`config.mk`:
```
export PLATFORM = sky130hd
export DESIGN_NAME = sdpram_burst_reader
export DESIGN_NICKNAME = d
export VERILOG_FILES = /design/src/rtl/sdpram_burst_reader.sv
export SDC_FILE = /design/constraint.sdc
export NUM_CORES = 1
export LEC_CHECK = 0
export ABC_CLOCK_PERIOD_IN_PS = 4300
export BUFFER_PORTS_ARGS = -buffer_cell sky130_fd_sc_hd__buf_4
export CAP_MARGIN = 20
export CORE_AREA = 5 5 90 125
export CTS_BUF_LIST = sky130_fd_sc_hd__clkbuf_8
export CTS_CLUSTER_SIZE = 25
export DETAILED_ROUTE_END_ITERATION = 16
export DIE_AREA = 0 0 95 130
export GPL_TIMING_DRIVEN = 0
export PLACE_DENSITY_LB_ADDON = 0.2
export SLEW_MARGIN = 20
export SYNTH_ARGS = -nofsm -noshare
export SYNTH_HDL_FRONTEND = slang
export SYNTH_SLANG_ARGS = --single-unit
```
`constraint.sdc`:
```
create_clock -name clk -period 4.3 [get_ports clk]
set_input_delay 1.075 -clock clk [delete_from_list [all_inputs] [get_ports clk]]
set_output_delay 1.075 -clock clk [all_outputs]
set_load 0.02 [all_outputs]
```
`src/rtl/sdpram_burst_reader.sv`:
```
// Burst read engine for a single-clock simple dual-port RAM with 2-cycle read latency.
// Issues RAM reads under a credit limit and streams the words out through a small output FIFO.
module sdpram_burst_reader #(
  parameter int DWIDTH     = 18,
  parameter int AWIDTH     = 10,
  parameter int FIFO_DEPTH = 4
) (
  input  logic              clk,
  input  logic              rst,
  input  logic              cmd_valid,
  output logic              cmd_ready,
  input  logic [AWIDTH-1:0] cmd_addr,
  input  logic [AWIDTH:0]   cmd_len,
  output logic              ram_en,
  output logic [AWIDTH-1:0] ram_addr,
  input  logic [DWIDTH-1:0] ram_rd_data,
  output logic              out_valid,
  input  logic              out_ready,
  output logic [DWIDTH-1:0] out_data,
  output logic              out_last,
  output logic              busy,
  output logic              done
);

  localparam int PW = $clog2(FIFO_DEPTH);
  localparam int CW = PW + 1;

  typedef enum logic [1:0] {
    IDLE  = 2'd0,
    RUN   = 2'd1,
    DRAIN = 2'd2
  } state_t;

  state_t              state_r;
  logic                cmd_ready_r;
  logic                ram_en_r;
  logic [AWIDTH-1:0]   ram_addr_r;
  logic                en_last_r;
  logic [AWIDTH-1:0]   addr_r;
  logic [AWIDTH:0]     rem_r;
  logic                busy_r;
  logic                done_r;

  logic                v1_r;
  logic                v1_last_r;
  logic                v2_r;
  logic                v2_last_r;

  logic [DWIDTH-1:0]   data_mem_r [FIFO_DEPTH];
  logic                last_mem_r [FIFO_DEPTH];
  logic [PW-1:0]       wr_ptr_r;
  logic [PW-1:0]       rd_ptr_r;
  logic [CW-1:0]       count_r;
  logic                out_valid_r;
  logic [DWIDTH-1:0]   out_data_r;
  logic                out_last_r;

  logic                push_s;
  logic                pop_s;
  logic [CW-1:0]       count_next_s;
  logic [1:0]          inflight_s;
  logic [CW:0]         occupancy_s;
  logic                credit_s;
  logic [PW-1:0]       rd_ptr_next_s;
  logic                bypass_s;
  logic [DWIDTH-1:0]   head_data_s;
  logic                head_last_s;

  assign push_s        = v2_r;
  assign pop_s         = out_valid_r & out_ready;
  assign count_next_s  = count_r + {{(CW-1){1'b0}}, push_s} - {{(CW-1){1'b0}}, pop_s};
  // Reads issued but not yet landed in the FIFO after the coming edge.
  assign inflight_s    = {1'b0, ram_en_r} + {1'b0, v1_r};
  assign occupancy_s   = {1'b0, count_next_s} + {{(CW-1){1'b0}}, inflight_s};
  assign credit_s      = occupancy_s < (CW+1)'(FIFO_DEPTH);
  assign rd_ptr_next_s = rd_ptr_r + {{(PW-1){1'b0}}, pop_s};
  // The arriving word becomes the head directly when the FIFO is empty after this pop.
  assign bypass_s      = push_s && (count_r == {{(CW-1){1'b0}}, pop_s});
  assign head_data_s   = bypass_s ? ram_rd_data : data_mem_r[rd_ptr_next_s];
  assign head_last_s   = bypass_s ? v2_last_r   : last_mem_r[rd_ptr_next_s];

  assign cmd_ready = cmd_ready_r;
  assign ram_en    = ram_en_r;
  assign ram_addr  = ram_addr_r;
  assign out_valid = out_valid_r;
  assign out_data  = out_data_r;
  assign out_last  = out_last_r;
  assign busy      = busy_r;
  assign done      = done_r;

  // Command FSM and RAM read issue under the credit limit.
  always_ff @(posedge clk) begin
    if (rst) begin
      state_r     <= IDLE;
      cmd_ready_r <= 1'b1;
      ram_en_r    <= 1'b0;
      ram_addr_r  <= '0;
      en_last_r   <= 1'b0;
      addr_r      <= '0;
      rem_r       <= '0;
      busy_r      <= 1'b0;
      done_r      <= 1'b0;
    end else begin
      done_r    <= 1'b0;
      ram_en_r  <= 1'b0;
      en_last_r <= 1'b0;
      case (state_r)
        IDLE: begin
          if (cmd_valid) begin
            if (cmd_len == '0) begin
              done_r <= 1'b1;
            end else begin
              // Pipeline and FIFO are empty here, so the first read goes out immediately.
              ram_en_r    <= 1'b1;
              ram_addr_r  <= cmd_addr;
              en_last_r   <= (cmd_len == (AWIDTH+1)'(1));
              addr_r      <= cmd_addr + AWIDTH'(1);
              rem_r       <= cmd_len - (AWIDTH+1)'(1);
              cmd_ready_r <= 1'b0;
              busy_r      <= 1'b1;
              state_r     <= (cmd_len == (AWIDTH+1)'(1)) ? DRAIN : RUN;
            end
          end else begin
            state_r <= IDLE;
          end
        end
        RUN: begin
          if (credit_s) begin
            ram_en_r   <= 1'b1;
            ram_addr_r <= addr_r;
            en_last_r  <= (rem_r == (AWIDTH+1)'(1));
            addr_r     <= addr_r + AWIDTH'(1);
            rem_r      <= rem_r - (AWIDTH+1)'(1);
            state_r    <= (rem_r == (AWIDTH+1)'(1)) ? DRAIN : RUN;
          end else begin
            state_r <= RUN;
          end
        end
        DRAIN: begin
          if (pop_s && out_last_r) begin
            state_r     <= IDLE;
            cmd_ready_r <= 1'b1;
            busy_r      <= 1'b0;
            done_r      <= 1'b1;
          end else begin
            state_r <= DRAIN;
          end
        end
        default: begin
          state_r     <= IDLE;
          cmd_ready_r <= 1'b1;
          busy_r      <= 1'b0;
        end
      endcase
    end
  end

  // Read-latency tag pipeline, output FIFO storage and registered head word.
  always_ff @(posedge clk) begin
    if (rst) begin
      v1_r        <= 1'b0;
      v1_last_r   <= 1'b0;
      v2_r        <= 1'b0;
      v2_last_r   <= 1'b0;
      wr_ptr_r    <= '0;
      rd_ptr_r    <= '0;
      count_r     <= '0;
      out_valid_r <= 1'b0;
      out_data_r  <= '0;
      out_last_r  <= 1'b0;
    end else begin
      v1_r      <= ram_en_r;
      v1_last_r <= en_last_r;
      v2_r      <= v1_r;
      v2_last_r <= v1_last_r;
      if (push_s) begin
        data_mem_r[wr_ptr_r] <= ram_rd_data;
        last_mem_r[wr_ptr_r] <= v2_last_r;
        wr_ptr_r             <= wr_ptr_r + PW'(1);
      end else begin
        wr_ptr_r <= wr_ptr_r;
      end
      rd_ptr_r    <= rd_ptr_next_s;
      count_r     <= count_next_s;
      out_valid_r <= (count_next_s != '0);
      if (count_next_s != '0) begin
        out_data_r <= head_data_s;
        out_last_r <= head_last_s;
      end else begin
        out_data_r <= '0;
        out_last_r <= 1'b0;
      end
    end
  end

endmodule

```
==> metrics <==
Seq/Total Area, Yosys between 50 and 60%; FMAX 311 MHz; flops & latches, synth between 100 and 150; IO Port Bufs 76; die span in x 95 um; max cap viols 0; starting density of the core around 64%; Final Hold Viols 0; Mapped Cells 517; # resized after CTS 0; metal2 WL ~7600 um; # nets final ~670; Starting DRT DRC Count between 200 and 250; die height 130 um; Core Rows 43; first-pass GRT wire length ~23000 um; Worst Hold Class reg -> reg; H-tree levels 4; worst-path cell chain buf_4, nand2_1, xnor2_1, ha_1, inv_1, fa_1, xnor3_1, o211ai_1, o21ai_2, clkbuf_1, nand3_1, a21oi_1; syn nets approximately 570; Antenna Nets Post-Route 0; run status complete, no violations; Vias/cell around 6.0; I/O pin total 77; ANT cells 0; CTS clk-pin slew, worst paths ~0.07 ns; Synth cell types 60; Max Buffers Root-to-Sink 2; Fin Clk Skew roughly 0.011 ns; hpwl dp between 9000 and 10000 um; WP data arrival between 3 and 4 ns; initial antenna violation count 0; die area between 0.01 and 0.015 mm^2; PwrDens 539 mW/mm^2; clock sinks about 150; FILL cells 683; endpoints failing setup 0; gr ovfl total 0; final worst slack around 1.1 ns; Area Growth Syn to Fin 17.7%; wire per inst around 18 um; worst hold slack about 0.45 ns; TritonCTS Buffers 17; RePlAce Congestion 0.873; DRT Pass-1 Iters 5; Post-CTS Setup Bufs 0; WP buf/inv 3; met3 WL about 820 um; critical path endpoint category flop; Mapped Area about 0.0063 mm^2; unrepaired setup endpoints after global routing false; core area roughly 0.0099 mm^2; worst skew pair latency roughly 0.44 ns; cell leakage power about 0.0029 uW; average size of a mapped cell about 12 um^2; largest net degree at the start of global routing 20; Total Routed Length roughly 14000 um; Most used DFF post-synth edfxtp_1; total global-route track usage about 25%; top-area cell type share of the netlist area between 30% and 40%; met1 WL ~5100 um; DR top layer met4; # hold bufs at CTS 0; layout cell share with drive strength beyond 1 a little under a quarter; setup TNS 0 ns; synth top area cells edfxtp_1, dfxtp_1, mux4_2, mux2i_1, nor2_1; Max IR drop VDD around 0.27 mV; critical path's top delay family buffers and inverters; area leader, netlist edfxtp_1; CTS tree done; vias between 4000 and 5000; Slew @ Worst Pin 1.03 ns; period utilisation layout between 70 and 80%; slew margin rel. a little under a third; Worst Path Required about 4.7 ns; EDFF count, synth 76; Max Slew Vio Count 0; drt drc 0; Clk Tree Root Cell clkbuf_8; Setup crit start kind input pin; vias in the first global route approximately 4800; critical path fanouts, max 10; synth warn 0; Setup CP Type in -> reg; pre-CTS WS 0.717 ns; slowest CP cell clkbuf_1; CP max stage delay 0.52 ns; Final min period roughly 3.2 ns; fin util 75.0%; Async SR Flop Fraction 0%
==> cell usage after synthesis, types with 5 or more instances <==
master,number
edfxtp_1,76
dfxtp_1,69
nor2_1,55
nand2_1,34
mux2i_1,30
a21oi_1,25
mux4_2,19
o21ai_1,16
clkbuf_1,14
ha_1,12
inv_1,12
buf_2,11
a211oi_1,10
nor2b_1,9
nor3_1,9
o211ai_1,8
and2_1,7
nand3_1,7
o21ai_0,6
xnor2_1,6
xor2_1,6
a31oi_1,5
nand3b_1,5
nand4_1,5
==> flip-flops by register name, indices dropped and copies added, names as in the netlist, 2 cells and up <==
register and cells:
rem_r 11, rd_ptr_r 2, data_mem_r 72, out_data 18, addr_r 10, state_r 2
last_mem_r 4, count_r 3, ram_addr 10, wr_ptr_r 2
==> per-stage QoR <==
| step | total power [uW] | instance area [um^2] | cells |
|---|---|---|---|
| final | 4000 | 7420 | 759 |
| after global routing | 4230 | 7420 | 759 |
| after CTS | 4020 | 7420 | 759 |
| after detailed placement | 3020 | 7050 | 728 |
| after global placement | 2980 | 7050 | 728 |
| after floorplan | 2580 | 6310 | 517 |
==> power breakdown <==
group / total [uW] / internal (uW) / leakage (uW) / switching, uW
logic: 1270 / 541 / 0.00147 / 729
registers: 1720 / 1630 / 0.00125 / 91.8
clock network: 1010 / 508 / 0.000175 / 501
total: 4000 / 2680 / 0.00289 / 1320
==> metal layers <==
layer	vias to the layer above	global-route usage [%]
met2	179	44.9
met1	2250	27.4
li1	2093	-
met4	0	9.69
met5	-	0
met3	30	5.65
==> cell type report <==
cell class                 instances  area [um^2]  area share, %
clock inverter                    14          144           1.94
sequential                       145         3660           49.3
multi-input combinational        331         2470           33.3
tap                              135          169           2.28
buffer                            29          126           1.70
inverter                          12         45.0          0.607
clock buffer                      17          234           3.15
timing repair buffer              76          571           7.68
==> worst paths after layout <==
| kind | startpoint | endpoint | slack [ns] | depth (start not counted) |
|---|---|---|---|---|
| hold / removal | v1_last_r | v2_last_r | 0.45 | 1 |
| setup / recovery | out_ready | rem_r[3] | 1.08 | 12 |
| hold reg to reg | v1_last_r | v2_last_r | 0.45 | 1 |
| setup reg to reg | push_s | rem_r[3] | 1.39 | 11 |
==> cells by family after synthesis <==
family / Yosys count / synth area share [%]
compound gates: 91 / 9.36
fa+ha+maj: 13 / 2.70
simple gates: 162 / 13.0
buf+inv: 41 / 2.72
flops: 145 / 58.1
mux: 52 / 12.1
xor+xnor: 13 / 2.02
==> layout by cell type, fill, tap and decap left out, types with 4 or more instances in the layout <==
master      count
clkbuf_1       14
a211oi_1       10
ha_1           12
nor3_1          9
o21ai_1        16
inv_1          13
nor2_1         55
a21oi_1        25
o22ai_1         4
clkinvlp_4      6
o21ai_0         6
mux2i_1        30
and2_1          7
buf_4          77
mux4_2         19
nand4_1         5
nand3b_1        5
xnor2_1         6
dfxtp_1        69
edfxtp_1       76
nor3b_1         4
a31oi_1         5
or4_1           4
xor2_1          6
buf_2          11
clkbuf_8       17
nor2b_1         9
nand2_1        34
nand3_1         7
o211ai_1        8
==> worst reg2reg max path: stages, from the launching register on <==
cell and delay [ns]:
dfxtp_1 0.32, clkbuf_1 0.29, xnor2_1 0.17, ha_1 0.18, inv_1 0.05, fa_1 0.36, xnor3_1 0.27, o211ai_1 0.16
o21ai_2 0.22, clkbuf_1 0.52, nand3_1 0.16, a21oi_1 0.16
No activity file was read; power rests on OpenSTA's default activity.
